==> config.mk <==
export PLATFORM = sky130hd
export DESIGN_NAME = rv_target_sink
export DESIGN_NICKNAME = d
export VERILOG_FILES = /design/src/rtl/rv_target_sink.sv
export SDC_FILE = /design/constraint.sdc
export NUM_CORES = 1
export LEC_CHECK = 0
export CORE_MARGIN = 8
export CORE_UTILIZATION = 30
export DETAILED_ROUTE_END_ITERATION = 8
export SLEW_MARGIN = 5
export SYNTH_ARGS = -nofsm -noshare
export SYNTH_HDL_FRONTEND = slang
export SYNTH_SLANG_ARGS = --single-unit
==> constraint.sdc <==
create_clock -name clock -period 5 [get_ports clock]
set_input_delay 1 -clock clock [delete_from_list [all_inputs] [get_ports clock]]
set_output_delay 1 -clock clock [all_outputs]
set_load 0.05 [all_outputs]
==> src/rtl/rv_target_sink.sv <==
// Ready/valid sink with programmable backpressure, transfer statistics and an
// upstream protocol checker (valid drop / data change while stalled).
module rv_target_sink #(
    parameter int unsigned WIDTH     = 32,
    parameter logic [15:0] LFSR_SEED = 16'hACE1
) (
    input  logic             clock,
    input  logic             reset,
    input  logic [WIDTH-1:0] i_dat,
    input  logic             i_valid,
    output logic             i_ready,
    input  logic [1:0]       cfg_mode,
    input  logic [7:0]       cfg_period,
    input  logic             clear,
    output logic [31:0]      xfer_count,
    output logic [WIDTH-1:0] checksum,
    output logic [WIDTH-1:0] last_dat,
    output logic             err_drop,
    output logic             err_change
);

    if (LFSR_SEED == 16'h0) begin : g_bad_seed
        $error("rv_target_sink: LFSR_SEED must be non-zero");
    end

    typedef enum logic [1:0] {
        ModeAlways   = 2'd0,
        ModePeriodic = 2'd1,
        ModeRandom   = 2'd2,
        ModeStall    = 2'd3
    } mode_e;

    mode_e            mode;
    logic             ready_q, ready_d;
    logic [7:0]       cnt_q, cnt_d;
    logic [15:0]      lfsr_q, lfsr_d;
    logic [31:0]      count_q, count_d;
    logic [WIDTH-1:0] sum_q, sum_d;
    logic [WIDTH-1:0] last_q, last_d;
    logic             drop_q, drop_d;
    logic             chg_q, chg_d;
    logic             stall_q;
    logic [WIDTH-1:0] stall_dat_q;
    logic             xfer, drop_det, chg_det;

    assign mode = mode_e'(cfg_mode);

    always_comb begin
        lfsr_d = {lfsr_q[0] ^ lfsr_q[2] ^ lfsr_q[3] ^ lfsr_q[5], lfsr_q[15:1]};
        // >= also covers a period lowered below the current count
        cnt_d  = (cnt_q >= cfg_period) ? 8'd0 : cnt_q + 8'd1;

        ready_d = 1'b0;
        unique case (mode)
            ModeAlways:   ready_d = 1'b1;
            ModePeriodic: ready_d = (cnt_q == cfg_period);
            ModeRandom:   ready_d = lfsr_d[0];
            ModeStall:    ready_d = 1'b0;
            default:      ready_d = 1'b0;
        endcase
    end

    always_comb begin
        xfer     = i_valid && ready_q;
        drop_det = stall_q && !i_valid;
        chg_det  = stall_q && i_valid && (i_dat != stall_dat_q);

        count_d = clear ? 32'd0 : count_q;
        sum_d   = clear ? '0 : sum_q;
        last_d  = clear ? '0 : last_q;
        if (xfer) begin
            count_d = count_d + 32'd1;
            sum_d   = {sum_d[WIDTH-2:0], sum_d[WIDTH-1]} ^ i_dat;
            last_d  = i_dat;
        end

        drop_d = (clear ? 1'b0 : drop_q) | drop_det;
        chg_d  = (clear ? 1'b0 : chg_q) | chg_det;
    end

    always_ff @(posedge clock) begin
        if (reset) begin
            ready_q     <= 1'b0;
            cnt_q       <= 8'd0;
            lfsr_q      <= LFSR_SEED;
            count_q     <= 32'd0;
            sum_q       <= '0;
            last_q      <= '0;
            drop_q      <= 1'b0;
            chg_q       <= 1'b0;
            stall_q     <= 1'b0;
            stall_dat_q <= '0;
        end else begin
            ready_q     <= ready_d;
            cnt_q       <= cnt_d;
            lfsr_q      <= lfsr_d;
            count_q     <= count_d;
            sum_q       <= sum_d;
            last_q      <= last_d;
            drop_q      <= drop_d;
            chg_q       <= chg_d;
            stall_q     <= i_valid && !ready_q;
            stall_dat_q <= i_dat;
        end
    end

    assign i_ready    = ready_q;
    assign xfer_count = count_q;
    assign checksum   = sum_q;
    assign last_dat   = last_q;
    assign err_drop   = drop_q;
    assign err_change = chg_q;

endmodule

== After elaboration in Yosys (flattened, before gate mapping) ==
Cells that the tools add are included.
Operators by class
  add/sub/neg operators: 2
  $lt $le $gt $ge: 1
  eq/ne operators: 5
  multiplexer cells: 9
  bitwise operators: 6
  reductions and logical operators: 10
Operators with widths (number)
  $mux 32: 6
  $add 32x1->32 const B: 1
  $ne 32x32->1: 1
  $xor 32x32->32: 1
  $add 8x1->8 const B: 1
  $eq 8x8->1: 1
  $ge 8x8->1: 1
  $logic_and 1x1->1: 5
  $eq 2x2->1 const B: 2
  $pmux 1 s4: 1
  $xor 1x1->1: 3
  $eq 2x1->1 const B: 1
  $logic_not 1->1: 2
  $logic_not 2->1: 1
  $mux 1: 2
  $or 1x1->1: 2
  $reduce_bool 2->1: 1
  $reduce_or 2->1: 1
Storage, ports and cells
  register bits: 156
  bits of input ports: 46
  output and inout port bits: 99

== Longest topological paths before layout ==
  word-level depth: 3
  gate-level depth with buffers: 9
  mapped depth without buffers: 7

== Worst setup path after synthesis ==
OpenSTA, ideal clock, no wires.
  kind: input-to-reg
  start point: in clear
  end point: reg count_q[16], in the netlist xfer_count[16]
  data arrival time: 2.735 ns
  data required time: 4.872 ns
  slack: 2.137 ns
  stages: 9
  cell sequence: clkbuf_1 > clkbuf_1 > nor2b_1 > ha_1 > nand4_1 > nor4_2 > nand3_1 > xor2_1 > nor2_1
Between the ends
  longest elaborated chain between the ends: 3
RTL lines
  from (decl): RTL line 14  | input logic clear,
  $mux 32 (*): RTL line 68  | count_d = clear ? 32'd0 : count_q;
  $add 32x1->32: RTL line 72  | count_d = count_d + 32'd1;
  $mux 32 (*): RTL line 71  | if (xfer) begin
  to (signal assigned): RTL line 97  | count_q <= count_d;
  to (decl): RTL line 37  | logic [31:0] count_q, count_d;
Mark *: on every way between the ends. The rest lies on a longest branch, timed or not.
A chain may end at the register's enable or synchronous reset.

== Final worst setup path ==
  start point: in i_valid
  end point: reg last_q[21], in the netlist last_dat[21]
Between the ends
  longest elaborated chain between the ends: 2
RTL lines
  from (decl): RTL line 10  | input logic i_valid,
  $logic_and 1x1->1 (*): RTL line 64  | xfer = i_valid && ready_q;
  $mux 32 / $reduce_bool 2->1 (equally long branches)
  to (signal assigned): RTL line 99  | last_q <= last_d;
  to (decl): RTL line 39  | logic [WIDTH-1:0] last_q, last_d;
Marks and branches as above.

==> flow_summary_export.csv <==
group,metric,value,unit
clocking,insertion_delay,420,ps
sta,slew-limit-headroom,33.8,%
sta,period_share,61.9,%
synth,yosys_most_used_dff,"dfxtp_1",
outcome,status,"complete, no violations",
clocking,clock-root-buffer,"clkbuf_16",
setup_path,path_cells,"clkdlybuf4s50_1 -> nand2_2 -> nor2_2 -> buf_4 -> a22o_1",
synth,syn_inst,720,
sta,clock_skew,12.2,ps
clocking,cts_tree,"yes",
synth,netlist.area_leader.share,47.5,%
floorplan,num_rows,54,
clocking,clk_pin_slew_worst_paths,60,ps
setup_path,crit_required,5370,ps
grt,grt_max_degree,94,
synth,synth_area_leaders,"dfxtp_1 48%, xor2_1 6.7%, nor2b_1 4.4%",
drt,viasPerCell,4.72,
floorplan,start_util,30.3,%
placement,place_area,8250,um2
drt,drt-total-wl,18000,um
min_path,hold_class,"register to register",
sta,fin_crit,3100,ps
synth,synth_seq_cells,156,
setup_path,rrSetupSlack,2640,ps
setup_path,cp-start-kind,"input port",
sta,rsz0062_at_grt,"no",
grt,antenna_found_initial,0,
final_layout,fin_area,8900,um2
clocking,ctsResizeCount,0,
floorplan,coreArea,21700,um2
clocking,ctsHoldBuffers,0,
drt,drc_errors,0,
placement,place_hpwl,12600,um
final_layout,n_fill_cell,2174,
sta,setup_viol,0,
pwr,powerDensity,331,nW/um2
sta,tightest_slew,993,ps
synth,synth_nets,776,
floorplan,die_h,164,um
sta,tns,0,ps
setup_path,critPathMaxFanout,37,
setup_path,critPathKind,"input port to register",
grt,track_usage,13.5,%
synth,synth_top_cell_by_area,"dfxtp_1",
min_path,hold_depth,1,
clocking,clockBufferDepth,2,
drt,wl_per_cell,15.8,um
pwr,p_leak,3.14,nW
final_layout,nets,905,
synth,yosysWarnings,0,
grt,grt-ovfl-total,0,
sta,finalHoldViolations,0,
setup_path,critPathMaxStageDelay,810,ps
floorplan,ios,145,
setup_path,r2r-start,"xfer_count[0]$_SDFF_PP0_",
setup_path,critPathSlowestCell,"nor2_2",
floorplan,dieWidth,164,um
drt,ant_nets,0,
synth,synth_edf_count,0,
clocking,cts-buffers-inserted,17,
pwr,fin_total_pwr,0.00295,W
drt,dr.pass1.iters,4,
final_layout,n_antenna_cell,0,
setup_path,cp.arrival,3460,ps
drt,drtIter0Drc,265,
final_layout,final_core_util,41.0,%
synth,synth-async-reset-ratio,0,%
pwr,peakVddDrop,0.178,mV
synth,syn_area,6570,um2
clocking,cts_setup_buffers,0,
synth,seq_area_frac_synth,47.5,%
placement,port_buffers,144,
min_path,hp-start,"lfsr_q[6]$_SDFF_PP1_",
flow_run,maxCapViolCount,0,
min_path,min_to,"lfsr_q[5]$_SDFF_PP1_",
final_layout,syn2layout_area_growth,35.5,%
sta,fmax,323,MHz
sta,drv_slew,0,
setup_path,timing.rr.end,"xfer_count[22]$_SDFF_PP0_",
clocking,htree_levels,4,
final_layout,drive_gt1_share,7.19,%
floorplan,dieArea,26900,um2
grt,grt_pass1_wl,28600,um
clocking,cts_num_sinks,156,
drt,vias,5394,
synth,synth.distinct_cells,41,
synth,avgSynthCellArea,9.12,um2
setup_path,reg2regPathDepth,7,
placement,gp_congestion,0.761,
setup_path,end_kind,"register",
grt,grt_pass1_vias,5190,
==> stage by stage <==
| step | cells | hold slack (ps) | setup slack, ps |
|---|---|---|---|
| 2_1_floorplan | 720 | 389 | 2140 |
| 3_3_place_gp | 1110 | 393 | 1490 |
| 3_5_place_dp | 1110 | 393 | 1410 |
| 4_1_cts | 1142 | 407 | 1850 |
| 5_1_grt | 1142 | 419 | 1740 |
| 6_report | 1142 | 406 | 1900 |
==> cell type report <==
| class | instances | area, um2 | area share [%] |
|---|---|---|---|
| Inverter | 13 | 48.8 | 0.548 |
| Tap cell | 280 | 350 | 3.94 |
| Multi-Input combinational cell | 512 | 3250 | 36.5 |
| Clock buffer | 23 | 498 | 5.59 |
| Sequential cell | 156 | 3120 | 35.1 |
| Timing Repair Buffer | 149 | 1470 | 16.5 |
| Clock inverter | 9 | 158 | 1.77 |
==> cells in the mapped netlist (13+ instances only) <==
cell      count
dfxtp_1     156
nor2_1       73
xor2_1       50
nand2_1      48
nor2b_1      46
a21oi_1      43
nand2b_1     37
clkbuf_1     36
nand3b_1     34
a22o_1       32
a31oi_1      32
nand3_1      19
xnor2_1      16
inv_1        13
==> cell usage in the layout (no fill, tap or decap), drive strengths merged, types with 2 or more instances in the layout <==
cell type and instances:
o21ai 6, nand3 19, nor3 4, buf 7
clkbuf 23, and4 2, nor2b 46, clkinv 3
a22o 32, xor2 50, nand2b 37, nor4 14
and3 4, or3 6, nand2 49, nand4 11
ha 10, and4b 2, dfxtp 156, clkinvlp 2
xnor2 16, a21oi 43, bufinv 4, nor2 74
a31oi 32, nand3b 34, and2 2, inv 13
clkdlybuf4s50 142, or2 10
==> routing by layer <==
| metal | part of all wire (%) | vias to the layer above | track usage, % |
|---|---|---|---|
| met2 | 44 | 113 | 19.8 |
| met5 | 0 | - | 0 |
| li1 | - | 2727 | - |
| met1 | 50 | 2549 | 18.5 |
| met3 | 5.5 | 5 | 3.73 |
| met4 | 0.73 | 0 | 4.63 |
==> sequential cells by signal (all words and copies together) (netlist names) <==
name / flops
checksum: 32
xfer_count: 32
stall_dat_q: 32
stall_q: 1
lfsr_q: 16
i_ready: 1
last_dat: 32
err_drop: 1
err_change: 1
cnt_q: 8
==> kinds of logic (layout without fill, tap and decap cells) <==
logic type / Yosys count / in the layout / synth area share (%)
buffers and inverters: 52 / 194 / 3.03
AND/OR/NAND/NOR: 317 / 317 / 27.0
AO/OA/AOI/OAI: 119 / 119 / 11.8
adder cells (fa/ha/maj): 10 / 10 / 1.90
XOR/XNOR: 66 / 66 / 8.80
flip-flops: 156 / 156 / 47.5
==> worst max path at each step <==
stage               startpoint                   endpoint  depth (start not counted)
floorplan                clear  xfer_count[16]$_SDFF_PP0_                          9
global placement       i_valid  last_dat[23]$_SDFFE_PP0P_                          5
detailed placement     i_valid  last_dat[17]$_SDFFE_PP0P_                          5
CTS                    i_valid  last_dat[16]$_SDFFE_PP0P_                          5
global route           i_valid  last_dat[16]$_SDFFE_PP0P_                          5
finish                 i_valid  last_dat[21]$_SDFFE_PP0P_                          5
==> worst max-delay path, delay by kind of cell <==
kind | cells | cell delay (ps)
AO/OA/AOI/OAI | 1 | 170
buffers and inverters | 2 | 930
AND/OR/NAND/NOR | 2 | 1320
==> power by group <==
part           internal [W]  leakage, nW  switching [W]
sequential          0.00128         1.27      0.0000183
clock              0.000905        0.316       0.000518
combinational     0.0000972         1.55       0.000134
(Power assumes the default switching activity.)
